`config.mk`:
```
export PLATFORM = sky130hd
export DESIGN_NAME = rotfpga_cfg_loader
export DESIGN_NICKNAME = d
export VERILOG_FILES = /design/src/rtl/rotfpga_cfg_pkg.sv /design/src/rtl/rotfpga_crc8.sv /design/src/rtl/rotfpga_cfg_loader.sv
export SDC_FILE = /design/constraint.sdc
export NUM_CORES = 1
export LEC_CHECK = 0
export CORE_UTILIZATION = 45
export DETAILED_ROUTE_END_ITERATION = 12
export PLACE_DENSITY = 0.76
export SYNTH_ARGS = -nofsm -noshare
export SYNTH_HDL_FRONTEND = slang
export SYNTH_SLANG_ARGS = --single-unit
```
`constraint.sdc`:
```
create_clock -name clk -period 4.15 [get_ports clk]
set_input_delay 0.415 -clock clk [delete_from_list [all_inputs] [get_ports clk]]
set_output_delay 0.415 -clock clk [all_outputs]
set_load 0.01 [all_outputs]
```
`src/rtl/rotfpga_cfg_pkg.sv`:
```
// Shared types and CRC-8 helper for the rotatable-tile FPGA scan-chain loader.
package rotfpga_cfg_pkg;

  typedef enum logic [1:0] {
    ST_IDLE   = 2'd0,
    ST_LOAD   = 2'd1,
    ST_VERIFY = 2'd2,
    ST_DONE   = 2'd3
  } cfg_state_t;

  localparam logic [7:0] CRC8_POLY = 8'h07;

  // One bit-serial CRC-8 step, message bit entering at the top.
  function automatic logic [7:0] crc8_step(input logic [7:0] crc_in, input logic bit_in);
    logic fb;
    fb = crc_in[7] ^ bit_in;
    return {crc_in[6:0], 1'b0} ^ (fb ? CRC8_POLY : 8'h00);
  endfunction

endpackage

```
`src/rtl/rotfpga_crc8.sv`:
```
// Bit-serial CRC-8 accumulator with synchronous clear and per-bit enable.
module rotfpga_crc8
  import rotfpga_cfg_pkg::*;
(
  input  logic       clk,
  input  logic       rst_n,
  input  logic       clr,
  input  logic       en,
  input  logic       bit_in,
  output logic [7:0] crc
);

  always_ff @(posedge clk or negedge rst_n) begin
    if (!rst_n) begin
      crc <= 8'h00;
    end else if (clr) begin
      crc <= 8'h00;
    end else if (en) begin
      crc <= crc8_step(crc, bit_in);
    end
  end

endmodule

```
`src/rtl/rotfpga_cfg_loader.sv`:
```
// Scan-chain configuration initiator: byte stream in, MSB-first two-phase scan
// shifting, optional recirculating CRC readback, then fabric release / free-run.
module rotfpga_cfg_loader
  import rotfpga_cfg_pkg::*;
#(
  parameter int CHAIN_LEN = 256,
  parameter int CNT_W     = 16
) (
  input  logic       clk,
  input  logic       rst_n,
  input  logic       start,
  input  logic       verify,
  input  logic       run_en,
  input  logic [7:0] s_data,
  input  logic       s_valid,
  output logic       s_ready,
  output logic       sc_clk,
  output logic       sc_se,
  output logic       sc_in,
  input  logic       sc_out,
  output logic       fab_rst_n,
  output logic       busy,
  output logic       done,
  output logic       err,
  output logic [7:0] crc
);

  localparam logic [CNT_W-1:0] CHAIN_CNT = CNT_W'(CHAIN_LEN);
  localparam logic [CNT_W-1:0] CNT_ONE   = CNT_W'(1);

  cfg_state_t       state_q;
  cfg_state_t       state_d;
  logic [7:0]       sr;
  logic [3:0]       sr_cnt;
  logic [CNT_W-1:0] bit_cnt;
  logic             verify_q;
  logic [7:0]       crc_rb;

  logic             start_ok;
  logic             accept;
  logic             end_l;
  logic             end_h;
  logic             last_bit;

  // bit_cnt counts bits not yet shifted out; bits still to be accepted are
  // bit_cnt - sr_cnt, which stops byte acceptance after CHAIN_LEN/8 bytes.
  always_comb begin
    state_d  = state_q;
    s_ready  = 1'b0;
    start_ok = 1'b0;
    accept   = 1'b0;
    end_l    = 1'b0;
    end_h    = 1'b0;
    last_bit = 1'b0;
    case (state_q)
      ST_IDLE, ST_DONE: begin
        start_ok = start;
        if (start) state_d = ST_LOAD;
      end
      ST_LOAD: begin
        s_ready  = ((sr_cnt == 4'd0) || ((sr_cnt == 4'd1) && sc_clk)) &&
                   (bit_cnt > {{(CNT_W-4){1'b0}}, sr_cnt});
        accept   = s_valid && s_ready;
        end_l    = (sr_cnt != 4'd0) && !sc_clk;
        end_h    = sc_clk;
        last_bit = sc_clk && (bit_cnt == CNT_ONE);
        if (last_bit) state_d = verify_q ? ST_VERIFY : ST_DONE;
      end
      ST_VERIFY: begin
        end_l    = !sc_clk;
        end_h    = sc_clk;
        last_bit = sc_clk && (bit_cnt == CNT_ONE);
        if (last_bit) state_d = ST_DONE;
      end
      default: ;
    endcase
  end

  always_ff @(posedge clk or negedge rst_n) begin
    if (!rst_n) state_q <= ST_IDLE;
    else        state_q <= state_d;
  end

  always_ff @(posedge clk or negedge rst_n) begin
    if (!rst_n) begin
      sr        <= 8'h00;
      sr_cnt    <= 4'd0;
      bit_cnt   <= '0;
      verify_q  <= 1'b0;
      sc_clk    <= 1'b0;
      sc_se     <= 1'b0;
      fab_rst_n <= 1'b0;
      busy      <= 1'b0;
      done      <= 1'b0;
      err       <= 1'b0;
    end else begin
      case (state_q)
        ST_IDLE, ST_DONE: begin
          if (start) begin
            busy      <= 1'b1;
            done      <= 1'b0;
            err       <= 1'b0;
            sc_se     <= 1'b1;
            fab_rst_n <= 1'b0;
            sc_clk    <= 1'b0;
            bit_cnt   <= CHAIN_CNT;
            sr_cnt    <= 4'd0;
            verify_q  <= verify;
          end else begin
            sc_clk <= run_en ? ~sc_clk : 1'b0;
          end
        end
        ST_LOAD: begin
          if (end_l) sc_clk <= 1'b1;
          if (end_h) begin
            sc_clk  <= 1'b0;
            sr      <= {sr[6:0], 1'b0};
            sr_cnt  <= sr_cnt - 4'd1;
            bit_cnt <= bit_cnt - CNT_ONE;
          end
          // A byte taken during the last H replaces the drained register.
          if (accept) begin
            sr     <= s_data;
            sr_cnt <= 4'd8;
          end
          if (last_bit) begin
            if (verify_q) begin
              bit_cnt <= CHAIN_CNT;
            end else begin
              busy      <= 1'b0;
              done      <= 1'b1;
              sc_se     <= 1'b0;
              fab_rst_n <= 1'b1;
            end
          end
        end
        ST_VERIFY: begin
          if (end_l) sc_clk <= 1'b1;
          if (end_h) begin
            sc_clk  <= 1'b0;
            bit_cnt <= bit_cnt - CNT_ONE;
          end
          if (last_bit) begin
            busy      <= 1'b0;
            done      <= 1'b1;
            err       <= (crc_rb != crc);
            sc_se     <= 1'b0;
            fab_rst_n <= 1'b1;
          end
        end
        default: ;
      endcase
    end
  end

  // Readback recirculates scan-out straight back into scan-in.
  assign sc_in = (state_q == ST_VERIFY) ? sc_out : sr[7];

  rotfpga_crc8 u_crc_load (
    .clk    (clk),
    .rst_n  (rst_n),
    .clr    (start_ok),
    .en     ((state_q == ST_LOAD) && end_l),
    .bit_in (sr[7]),
    .crc    (crc)
  );

  rotfpga_crc8 u_crc_readback (
    .clk    (clk),
    .rst_n  (rst_n),
    .clr    (start_ok),
    .en     ((state_q == ST_VERIFY) && end_l),
    .bit_in (sc_out),
    .crc    (crc_rb)
  );

endmodule

```
# [Word level (Yosys, flattened, before mapping)]
# Cells that the tools add are included.
[word_totals] reg_bits=51 in_bits=15 output_inout_bits=16
[op_classes] addsub=2 magnitude_cmp=1 eq_ne=14 muxes=46 bitwise=5 n_reduce_logical=25
[op_table] operator="16-bit 2-to-1 mux" count=4
[op_table] operator="8-bit 2-to-1 mux" count=6
[op_table] operator="16-bit one-hot mux with 3 select lines" count=1
[op_table] operator="1-bit 2-to-1 mux" count=20
[op_table] operator="16-bit by 1-bit == test with 1-bit output, second input constant" count=1
[op_table] operator="16-bit by 4-bit greater-than comparator with 1-bit output" count=1
[op_table] operator="16-bit by 1-bit subtractor with 16-bit output, second input constant" count=1
[op_table] operator="8-bit XOR" count=2
[op_table] operator="4-bit 2-to-1 mux" count=3
[op_table] operator="2-bit inequality test, second input constant" count=6
[op_table] operator="2-bit nonzero test" count=5
[op_table] operator="3-bit AND reduction" count=3
[op_table] operator="8-bit inequality test" count=1
[op_table] operator="4-bit one-hot mux with 2 select lines" count=1
[op_table] operator="1-bit logical AND" count=7
[op_table] operator="2-bit 2-to-1 mux" count=3
[op_table] operator="3-bit 2-to-1 mux" count=2
[op_table] operator="1-bit one-hot mux with 2 select lines" count=3
[op_table] operator="1-bit one-hot mux with 3 select lines" count=2
[op_table] operator="2-bit one-hot mux with 3 select lines" count=1
[op_table] operator="2-bit == test, second input constant" count=2
[op_table] operator="4-bit by 1-bit == test with 1-bit output, second input constant" count=1
[op_table] operator="4-bit logical NOT" count=1
[op_table] operator="2-bit AND reduction" count=2
[op_table] operator="12 further kinds" count=14

# [Depth between registers and ports, before layout]
[depth] word_depth=8 mapped_depth=9

# [Modules after synthesis]
# Synthesis repeated with hierarchy kept, for this count alone.
[unflattened] cells_unflattened=335 hier_area_um2=3128.0
[by_module_without_submodules] module="rotfpga_cfg_loader" instances=1 cells_per_inst=271 area_each_um2=2382.3
[by_module_without_submodules] module="rotfpga_crc8" instances=2 cells_per_inst=32 area_each_um2=372.9

# [Least setup slack after synthesis]
# Ideal clock, no wire load.
[synth_timing] path_type="register to register" from="reg state_q[0]" to="reg bit_cnt[11]" t_arrival_ns=2.450 required_ns=4.026 slack_ns=1.576 path_stages_with_launch=8 period_less_slack_ns=2.574 cell_sequence="dfrtp_1 inv_1 ha_1 or4b_1 or3_1 or4_1 and3_1 a211o_1"
[synth_via] elab_chain_cells=7
[synth_lines] item="start: declaration" line="rotfpga_cfg_loader.sv:31" source="cfg_state_t state_q;"
[synth_lines] item="start signal: assignment" line="rotfpga_cfg_loader.sv:81" source="else state_q <= state_d;"
[synth_lines] item="2-bit == test / 2-bit by 1-bit == test with 1-bit output (equally long branches)" line="rotfpga_cfg_loader.sv:55, rotfpga_cfg_loader.sv:97"
[synth_lines] item="2-bit OR reduction (no line)"
[synth_lines] item="1-bit 2-to-1 mux" line="rotfpga_cfg_loader.sv:55" source="case (state_q)"
[synth_lines] item="16-bit 2-to-1 mux"
[synth_lines] item="16-bit 2-to-1 mux" line="rotfpga_cfg_loader.sv:127" source="if (verify_q) begin"
[synth_lines] item="16-bit 2-to-1 mux" line="rotfpga_cfg_loader.sv:126" source="if (last_bit) begin"
[synth_lines] item="16-bit one-hot mux with 3 select lines" line="rotfpga_cfg_loader.sv:97" source="case (state_q)"
[synth_lines] item="end signal: assignment" line="rotfpga_cfg_loader.sv:119" source="bit_cnt <= bit_cnt - CNT_ONE;"
[synth_lines] item="end signal: assignment" line="rotfpga_cfg_loader.sv:141" source="bit_cnt <= bit_cnt - CNT_ONE;"
[synth_lines] item="end: declaration" line="rotfpga_cfg_loader.sv:35" source="logic [CNT_W-1:0] bit_cnt;"
# Several ways; a longest one is shown, not always the timed one.
# A chain may end at the register's enable or synchronous reset.

# [Worst setup path in the final report]
[layout_timing] from="reg bit_cnt[12]" to="out s_ready"
[layout_via] elab_chain_cells=3
[layout_lines] item="16-bit by 4-bit greater-than comparator with 1-bit output" line="rotfpga_cfg_loader.sv:62" source="(bit_cnt > {{(CNT_W-4){1'b0}}, sr_cnt});"
[layout_lines] item="1-bit logical AND" line="rotfpga_cfg_loader.sv:61" source="s_ready = ((sr_cnt == 4'd0) || ((sr_cnt == 4'd1) && sc_clk)) &&"
[layout_lines] item="1-bit 2-to-1 mux" line="rotfpga_cfg_loader.sv:55"
[layout_lines] item="end: declaration" line="rotfpga_cfg_loader.sv:16" source="output logic s_ready,"
# Every way passes these cells.

==> results.toml <==
[route]
drtPass1Iterations = 4
final_antenna_net_count = 0
vias = 2501
drc = 0
viasPerCell = 5.75
drt-initial-drc-count = 156
wl_um = 6440
wire_per_inst_um = 14.8

[layout]
drive_above_1_share = 0.0419
area_growth_pct = 12.9
n_antenna_cell = 0
n_fill_cell = 591
final_nets = 385

[hold_path]
hp-class = "in2async"

[die]
num_rows = 29
pin_count = 31
core-area_mm2 = 0.00642
die_area_mm2 = 0.00705
initial_core_util = 0.471
die_h_um = 84.0
die_x_um = 84.0

[global_route]
grt_pass1_vias = 2255
use_met3 = 0.0307
gr-total-overflow = 0
gr-usage-met1 = 0.248
grt_pass1_wl_um = 10800
antenna_found_initial = 0
grt-busiest-layer = "met2"
grt_usage = 0.190
grt_use_met2 = 0.314
grt_max_degree = 52

[synthesis]
yosysMostFrequentCell = "dfrtp_1"
synth_warnings = 0
yosys-top-cells-count = "dfrtp_1, nand2_1, nor2_1"
ys_ff_latch = 51
synth_nets = 366
async_reset_ff_frac = 1.00
avgSynthCellArea_um2 = 8.89
syn_area_mm2 = 0.00302
yosysSeqAreaShare = 0.422
ys_types = 52
synth_edf_count = 0
synth_top_flop_cell = "dfrtp_1"
yosysTopAreaCell = "dfrtp_1"
synth_area_leaders = "dfrtp_1, nand2_1, ha_1, a21oi_1, xor2_1"
synth_top_area_frac = 0.422
syn-instance-count = 340

[sta]
finalCriticalPeriod_ns = 3.51
hold_slack_ns = 0.218
max_freq_mhz = 285
setup_viol = 0
worstMarginPinSlew_ns = 1.16
rsz0062_at_grt = "false"
skew_ns = 0.00783
drv_slew = 0
tns_ns = 0
relSlewSlack = 0.222
fin_crit_sh = 0.847
hold_viol = 0

[pwr]
p_int_w = 0.000790
leakage_nw = 1.41
vdd_drop_max_mv = 0.191
p_clk_frac = 0.240
switching_share = 0.312
cellPowerDensity_mw_per_mm2 = 337
comb_power_share = 0.209
seq_power_share = 0.551
switching_power_w = 0.000359

[worst_setup_path]
worst_path_max_delay_cell = "or4_1"
cp-end-kind = "output port"
critical_path.max_stage_delay_ns = 0.64
start_kind = "flip-flop"
cp.arrival_ns = 3.10
cp_top_family = "simple AND/OR/NAND/NOR gates"
critPathBufInv = 1
path_cells = "or4_1 > or4_1 > o21bai_1 > and4b_1 > clkdlybuf4s50_1"
critPathKind = "reg2out"
cp_max_fo = 11
cpMostUsedCell = "or4_1"
cp_data_required_time_ns = 3.73

[placed_design]
dp_hpwl_um = 4430
gp_congestion = 0.806
io_buffer_count = 30

[clock_tree]
tritoncts = "done"
path_clk_slew_ns = 0.09
cts-root-buf = "clkbuf_8"
cts.htree.levels = 2
clock-sinks = 51
post_cts.repair.setup_buffers = 0
cts_hold_buffers = 0
cts_buffer_depth = 2
clkLatencyLatePin_ns = 0.31
cts_resized = 0
cts_made_buffers = 5

[run]
cap_violations = 0

[outcome]
outcome = "finished clean"
final timing paths:
| path | from | end | slack (ns) | depth (start not counted) |
|---|---|---|---|---|
| setup / recovery | bit_cnt[12] | s_ready | 0.64 | 5 |
| hold / removal | rst_n | bit_cnt[14] | 0.22 | 2 |
| setup reg to reg | state_q[0] | bit_cnt[11] | 1.23 | 7 |
| hold reg to reg | bit_cnt[7] | bit_cnt[7] | 0.48 | 1 |
| max in group asynchronous | rst_n | bit_cnt[5] | 3.51 | 2 |
| min in group clk | bit_cnt[7] | bit_cnt[7] | 0.48 | 1 |
power groups by stage:
stage	sequential [W]	combinational (W)	clock, W
after CTS	0.000632	0.000241	0.000279
final	0.000633	0.000241	0.000275
after detailed placement	0.000642	0.000240	0
after global routing	0.000642	0.000275	0.000295
after global placement	0.000639	0.000230	0
after floorplan	0.000621	0.000183	0
layout make-up:
cell class,instances,area (um2),area share
Multi-Input combinational cell,253,1600,0.468
Sequential cell,51,1280,0.374
Timing Repair Buffer,32,310,0.0909
Tap cell,77,96.3,0.0282
Clock buffer,6,72.6,0.0213
Inverter,16,60.1,0.0176
through the flow:
step / worst slack (ns) / total power (W) / std cells / utilization / cell area [um2]
floorplan: 1.58 / 0.000804 / 340 / - / 3020
global placement: 0.988 / 0.000869 / 429 / 0.520 / 3340
detailed placement: 0.962 / 0.000881 / 429 / 0.520 / 3340
CTS: 0.623 / 0.00115 / 435 / 0.531 / 3410
global route: 0.508 / 0.00121 / 435 / 0.531 / 3410
finish: 0.636 / 0.00115 / 435 / 0.531 / 3410
layer usage:
metal / up-vias / part of all wire / routed length, um
met5: - / 0 / 0
met4: 0 / 0.014 / 90
met3: 8 / 0.028 / 183
met2: 47 / 0.48 / 3100
met1: 1196 / 0.48 / 3070
li1: 1250 / - / -
sequential cells by signal, summed over array words and instances (netlist names):
name and count:
bit_cnt 16, sr 8, u_crc_load.crc 8, u_crc_readback.crc 8
sr_cnt 4, state_q 2, busy 1, done 1
err 1, sc_clk 1, verify_q 1
cell usage in the layout (no fill, tap or decap), drive strengths merged, types with 3 or more instances in the layout:
master	netlist	routed
a21oi	25	25
clkdlybuf4s50	0	29
nand2	45	45
o21ai	10	10
nor3	9	9
nor4	6	6
nor2	26	26
a311o	7	7
or4	4	4
nand2b	4	4
ha	11	11
nor2b	9	9
clkbuf	14	6
a31oi	13	13
xor2	14	14
dfrtp	51	51
a22oi	7	7
buf	6	3
or3	6	6
nand3	10	10
inv	16	16
mux2i	8	8
o31ai	4	4
cells by family after synthesis:
group / after synthesis / synth area share
adder cells (fa/ha/maj): 11 / 0.0455
AND/OR/NAND/NOR: 133 / 0.218
buffers and inverters: 36 / 0.0497
flip-flops: 51 / 0.422
AO/OA/AOI/OAI: 84 / 0.188
multiplexers: 9 / 0.0302
XOR/XNOR: 16 / 0.0464
worst register-to-register path, delay by kind of cell (launching register included):
family                   cells  cell delay (ns)
AND/OR/NAND/NOR              4             1.68
adder cells (fa/ha/maj)      1             0.49
buffers and inverters        1             0.06
flip-flops                   1             0.35
AO/OA/AOI/OAI                1             0.22
Power figures use the tool's default switching activity.
